==> src/rtl/knn_select_engine_if.sv <==
// Handshake and result bundle for the KNN select engine.
// The master side sets the test point, streams points and reads results.
interface knn_select_engine_if #(
  parameter int DATA_W      = 32,
  parameter int LABEL       = 8,
  parameter int N_NEIGHBOUR = 4
);
  localparam int DIST_W = DATA_W + 1;
  localparam int CNT_W  = $clog2(N_NEIGHBOUR + 1);

  logic                         start;
  logic [DATA_W-1:0]            A;
  logic [DATA_W-1:0]            B;
  logic [LABEL-1:0]             label;
  logic                         pt_valid;
  logic                         pt_last;
  logic [N_NEIGHBOUR*LABEL-1:0] nbr_labels;
  logic [DIST_W-1:0]            nbr_dist0;
  logic [CNT_W-1:0]             count;
  logic                         busy;
  logic                         valid;

  modport master (
    output start, A, B, label, pt_valid, pt_last,
    input  nbr_labels, nbr_dist0, count, busy, valid
  );

  modport slave (
    input  start, A, B, label, pt_valid, pt_last,
    output nbr_labels, nbr_dist0, count, busy, valid
  );
endinterface

==> src/rtl/knn_select_engine.sv <==
// K-nearest-neighbour selector: squared distance stage followed by
// a sorted insertion stage into a K-entry slot array.
module knn_select_engine #(
  parameter int DATA_W      = 32,
  parameter int LABEL       = 8,
  parameter int N_NEIGHBOUR = 4,
  parameter int DIST_W      = DATA_W + 1
) (
  input logic                 clk,
  input logic                 rst,
  knn_select_engine_if.slave  bus
);
  localparam int HW    = DATA_W / 2;
  localparam int K     = N_NEIGHBOUR;
  localparam int CNT_W = $clog2(K + 1);

  typedef enum logic [1:0] {
    S_IDLE,
    S_LOAD,
    S_DRAIN,
    S_DONE
  } state_t;

  state_t r_state;
  state_t w_next;

  logic [DIST_W-1:0] r_dist [K];
  logic [LABEL-1:0]  r_lbl  [K];
  logic [CNT_W-1:0]  r_count;
  logic              r_busy;
  logic              r_valid;

  logic              r_s1_vld;
  logic [DIST_W-1:0] r_s1_dist;
  logic [LABEL-1:0]  r_s1_lbl;

  logic              w_accept;
  logic [HW-1:0]     w_ax, w_ay, w_bx, w_by;
  logic [HW-1:0]     w_dx, w_dy;
  logic [DIST_W-1:0] w_dist;
  logic [K-1:0]      w_lt;
  logic              w_ins;

  assign w_accept = (r_state == S_LOAD) && bus.pt_valid;

  assign w_ax = bus.A[DATA_W-1:HW];
  assign w_ay = bus.A[HW-1:0];
  assign w_bx = bus.B[DATA_W-1:HW];
  assign w_by = bus.B[HW-1:0];

  assign w_dx = (w_ax >= w_bx) ? w_ax - w_bx : w_bx - w_ax;
  assign w_dy = (w_ay >= w_by) ? w_ay - w_by : w_by - w_ay;

  // 2*HW-bit squares summed into DIST_W bits cannot overflow
  assign w_dist = DIST_W'(w_dx) * DIST_W'(w_dx)
                + DIST_W'(w_dy) * DIST_W'(w_dy);

  always_comb begin
    w_next = r_state;
    unique case (r_state)
      S_IDLE:  w_next = S_IDLE;
      S_LOAD:  if (w_accept && bus.pt_last) w_next = S_DRAIN;
      S_DRAIN: w_next = S_DONE;
      S_DONE:  w_next = S_DONE;
      default: w_next = S_IDLE;
    endcase
    if (bus.start) w_next = S_LOAD;
  end

  always_ff @(posedge clk) begin
    if (rst) begin
      r_state <= S_IDLE;
      r_busy  <= 1'b0;
      r_valid <= 1'b0;
    end else begin
      r_state <= w_next;
      r_busy  <= (w_next == S_LOAD) || (w_next == S_DRAIN);
      r_valid <= (w_next == S_DONE);
    end
  end

  always_ff @(posedge clk) begin
    if (rst || bus.start) begin
      r_s1_vld  <= 1'b0;
      r_s1_dist <= '0;
      r_s1_lbl  <= '0;
    end else begin
      r_s1_vld <= w_accept;
      if (w_accept) begin
        r_s1_dist <= w_dist;
        r_s1_lbl  <= bus.label;
      end
    end
  end

  // strict compare keeps earlier equal-distance points ahead
  always_comb begin
    w_lt = '0;
    for (int i = 0; i < K; i++) w_lt[i] = r_s1_dist < r_dist[i];
    w_ins = r_s1_vld && (|w_lt);
  end

  always_ff @(posedge clk) begin
    if (rst || bus.start) begin
      for (int i = 0; i < K; i++) begin
        r_dist[i] <= '1;
        r_lbl[i]  <= '0;
      end
      r_count <= '0;
    end else if (w_ins) begin
      if (w_lt[0]) begin
        r_dist[0] <= r_s1_dist;
        r_lbl[0]  <= r_s1_lbl;
      end
      for (int i = 1; i < K; i++) begin
        if (w_lt[i-1]) begin
          r_dist[i] <= r_dist[i-1];
          r_lbl[i]  <= r_lbl[i-1];
        end else if (w_lt[i]) begin
          r_dist[i] <= r_s1_dist;
          r_lbl[i]  <= r_s1_lbl;
        end
      end
      if (r_count < CNT_W'(K)) r_count <= r_count + 1'b1;
    end
  end

  always_comb begin
    bus.nbr_labels = '0;
    for (int i = 0; i < K; i++)
      bus.nbr_labels[i*LABEL +: LABEL] = r_lbl[i];
  end

  assign bus.nbr_dist0 = r_dist[0];
  assign bus.count     = r_count;
  assign bus.busy      = r_busy;
  assign bus.valid     = r_valid;
endmodule

==> src/flat_wrapper.sv <==
// flat-port wrapper written by rule: the top's interface ports become plain ports
module knn_select_engine_flat 
#(
  parameter int DATA_W      = 32,
  parameter int LABEL       = 8,
  parameter int N_NEIGHBOUR = 4,
  parameter int DIST_W      = DATA_W + 1
)
  (clk, rst, bus_start, bus_A, bus_B, bus_label, bus_pt_valid, bus_pt_last, bus_nbr_labels, bus_nbr_dist0, bus_count, bus_busy, bus_valid);
  knn_select_engine_if #(.DATA_W(DATA_W), .LABEL(LABEL), .N_NEIGHBOUR(N_NEIGHBOUR)) bus_i ();
  input logic clk;
  input logic rst;
  input wire logic [$bits(bus_i.start)-1:0] bus_start;
  input wire logic [$bits(bus_i.A)-1:0] bus_A;
  input wire logic [$bits(bus_i.B)-1:0] bus_B;
  input wire logic [$bits(bus_i.label)-1:0] bus_label;
  input wire logic [$bits(bus_i.pt_valid)-1:0] bus_pt_valid;
  input wire logic [$bits(bus_i.pt_last)-1:0] bus_pt_last;
  output wire logic [$bits(bus_i.nbr_labels)-1:0] bus_nbr_labels;
  output wire logic [$bits(bus_i.nbr_dist0)-1:0] bus_nbr_dist0;
  output wire logic [$bits(bus_i.count)-1:0] bus_count;
  output wire logic [$bits(bus_i.busy)-1:0] bus_busy;
  output wire logic [$bits(bus_i.valid)-1:0] bus_valid;
  assign bus_i.start = bus_start;
  assign bus_i.A = bus_A;
  assign bus_i.B = bus_B;
  assign bus_i.label = bus_label;
  assign bus_i.pt_valid = bus_pt_valid;
  assign bus_i.pt_last = bus_pt_last;
  assign bus_nbr_labels = bus_i.nbr_labels;
  assign bus_nbr_dist0 = bus_i.nbr_dist0;
  assign bus_count = bus_i.count;
  assign bus_busy = bus_i.busy;
  assign bus_valid = bus_i.valid;
  knn_select_engine #(.DATA_W(DATA_W), .LABEL(LABEL), .N_NEIGHBOUR(N_NEIGHBOUR), .DIST_W(DIST_W)) u_core (.clk(clk), .rst(rst), .bus(bus_i));
endmodule
==> config.mk <==
export PLATFORM = sky130hd
export DESIGN_NAME = knn_select_engine_flat
export DESIGN_NICKNAME = d
export VERILOG_FILES = /design/src/rtl/knn_select_engine_if.sv /design/src/rtl/knn_select_engine.sv /design/src/flat_wrapper.sv
export SDC_FILE = /design/constraint.sdc
export NUM_CORES = 2
export LEC_CHECK = 0
export CORE_MARGIN = 2
export CORE_UTILIZATION = 60
export DETAILED_ROUTE_END_ITERATION = 8
export PLACE_DENSITY = 0.82
export SLEW_MARGIN = 40
export SYNTH_ARGS = -nofsm -noshare
export SYNTH_HDL_FRONTEND = slang
export SYNTH_SLANG_ARGS = --single-unit
export TNS_END_PERCENT = 10
==> constraint.sdc <==
create_clock -name clk -period 20.3 [get_ports clk]
set_input_delay 2.03 -clock clk [delete_from_list [all_inputs] [get_ports clk]]
set_output_delay 2.03 -clock clk [all_outputs]
set_load 0.02 [all_outputs]
==> parameters.txt <==
Parameter                              Value

Die
  Effective utilization at floorplan ... 0.605
  Top-level port count ... 147
  Height of the die ... 226 um
  Core region area ... 0.0487 mm^2
  Chip width ... between 200 and 250 um
  Die Footprint ... around 0.051 mm^2
  Num rows ... 81

Timing
  Worst Clk Skew ... 0.0167 ns
  Total Negative Setup Slacks ... 0 ns
  Fin. Hold Viols ... 0
  Max Transition Viols Final ... 0
  Actual slew at the worst max-slew pin ... 0.841 ns
  Achievable clock frequency ... 81.4 MHz
  Period utilisation layout ... 0.605
  Max_slew headroom ... 0.436
  Final Critical Period ... 12.28 ns
  Setup repair after global routing missed its margin ... no
  Final count of negative-setup-slack endpoints ... 0

Clock tree
  Clock root buffer master ... sky130_fd_sc_hd__clkbuf_16
  Max H-tree Level ... 1
  Buffer levels on the longest clock path ... 3
  CTS tree ... built
  Number of resized instances in the post-cts repair step ... 0
  Number of buffers added to fix hold violations after cts ... 0
  Insertion delay to the later sink of the worst-skew pair ... about 0.50 ns
  Buffers inserted during post-CTS setup optimization ... 0
  Clk pin slew, worst setup/hold paths ... roughly 0.07 ns
  CTS Buf Count ... 19
  TritonCTS sink count ... 213

Worst setup path
  CP Capture Type ... flip-flop
  Largest incremental delay on the critical path ... 0.61 ns
  Required time at the endpoint of the critical path ... 20.73 ns
  Worst Setup Start Kind ... input pin
  Arrival time reported for the critical path endpoint ... approximately 13 ns
  Category of the most critical setup path ... in2reg
  Critical-path top delay cell ... sky130_fd_sc_hd__o311ai_4
  Cell occurring most often along the worst timing path ... sky130_fd_sc_hd__fa_1
  Maximum net fanout on the critical path ... 12

Yosys
  Netlist area before placement ... 0.0295 mm^2
  Per-instance average area after synthesis ... 9.54 um^2
  Total number of yosys warnings ... 0
  Number of synthesized register bits ... 213
  Number of distinct library cell variants in the gate-level netlist after synthesis ... 99
  Net count after synthesis ... between 3,000 and 4,000
  Sequential share of the synthesized area ... 0.200
  Share of synthesized registers carrying an async set or reset ... 0
  Number of enable-type register cells in the synthesized netlist ... 164
  Commonest register cell after synthesis ... sky130_fd_sc_hd__edfxtp_1
  Synthesized netlist cell count ... 3,093

Flow run
  Max_cap viols ... 0

Worst hold path
  Worst min-delay path category ... reg2reg

Final layout
  Count of inserted antenna diode cells ... 0
  Share of cells above drive strength 1 ... 0.0484
  Post-layout utilization of the core ... 0.662
  Top library cells by usage in the layout, fill and taps aside ... 708 x sky130_fd_sc_hd__inv_1, 388 x sky130_fd_sc_hd__ha_1, 387 x sky130_fd_sc_hd__fa_1
  Post-Layout Inst Area ... 0.0323 mm^2
  Most common cell after layout, fill and taps aside ... sky130_fd_sc_hd__inv_1
  Layout Nets ... 4,040
  Post-route non-filler standard cell count ... 3,864
  Layout-stage area growth over the synthesis result ... 9.37%

Routing
  Detailed Route WL ... 73,800 um
  Detail Route Antenna Nets ... 0
  Initial DRT Pass Iterations ... 6
  Initial drt markers ... 1,613
  DRC violation count after routing ... 0
  Routed length per placed instance ... around 19 um
  Ratio of routed vias to standard cells ... slightly below 6
  Vias ... 22,500

Global routing
  Aggregate global-route resource usage ... 0.297
  Initial antenna violation count ... 0
  Vias in the first global route ... 23,700
  Largest net degree at the start of global routing ... 43
  Remaining Overflow, GRT ... 0
  Global-route wire length before repair ... 120,000 um

Place
  Cell area after placement ... 0.0316 mm^2
  RD Place Congestion ... about 0.99
  Sum of net half-perimeters after detailed placement ... roughly 62,000 um
  Number of input and output port buffers inserted ... 146
  Number of cells after detailed placement ... between 3,000 and 4,000

Status
  Result of the run ... complete, no violations
## cells in the mapped netlist (all sizes together), types with 49 or more instances
cell / number / area, um^2
clkbuf: 60 / 225
edfxtp: 164 / 4920
nor2: 219 / 835
nand2: 206 / 776
o21ai: 90 / 454
a21o: 73 / 548
a21oi: 139 / 707
inv: 726 / 2730
ha: 388 / 4850
dfxtp: 49 / 981
fa: 387 / 7750
a2bb2oi: 97 / 850
## path summary, 6_finish.rpt
check	from	end	slack [ns]	cells past startpoint
max	bus_B[19]	u_core.r_s1_dist[32]	8.02	34
min	u_core.bus.count[2]	u_core.bus.count[2]	0.50	2
max reg2reg	u_core.r_s1_dist[10]	u_core.r_dist[2][1]	16.31	9
min reg2reg	u_core.bus.count[2]	u_core.bus.count[2]	0.50	2
## through the flow
| step | worst slack, ns | hold slack, ns |
|---|---|---|
| floorplan | 9.22 | 0.462 |
| global placement | 7.71 | 0.476 |
| detailed placement | 7.57 | 0.485 |
| CTS | 8.10 | 0.497 |
| global route | 7.52 | 0.510 |
| finish | 8.02 | 0.503 |
## registers in the layout, indices dropped and copies added (netlist names)
signal,cells
u_core.r_dist,132
u_core.bus.busy,1
u_core.bus.valid,1
u_core.r_lbl,32
u_core.r_s1_lbl,8
u_core.bus.count,3
u_core.r_s1_dist,33
u_core.r_state,2
u_core.r_s1_vld,1
## worst max-delay path, delay by kind of cell
kind | cells | cell delay (ns)
and+or+nand+nor | 3 | 0.50
muxes | 1 | 0.37
buffers and inverters | 6 | 1.01
adders and majority gates | 10 | 4.89
AOI/OAI and AO/OA | 14 | 3.89
## routing by layer
layer	vias up	routed length [um]	share of wire	track usage
li1	10300	-	-	-
met1	11200	29500	0.40	0.376
met5	-	0	0	0
met2	892	36600	0.50	0.524
met3	182	4580	0.062	0.0308
met4	0	3100	0.042	0.114
## cells by family after synthesis
| group | after synthesis | synth area share |
|---|---|---|
| simple gates | 631 | 0.0982 |
| xor+xnor | 67 | 0.0245 |
| compound gates | 558 | 0.133 |
| fa+ha+maj | 775 | 0.427 |
| flops | 213 | 0.200 |
| buf+inv | 830 | 0.109 |
| mux | 19 | 0.00755 |
## layout make-up
class,count,area (um^2)
clock buffers,21,503
well taps,664,831
repair buffers,176,1690
fillers,3750,16500
multi-input cells,2050,20400
inverters,728,2740
flip-flops and latches,213,5910
clock inverters,12,150
Power is not shown: default switching activity piles up to over one toggle a cycle in this logic, so the estimate is an artifact.
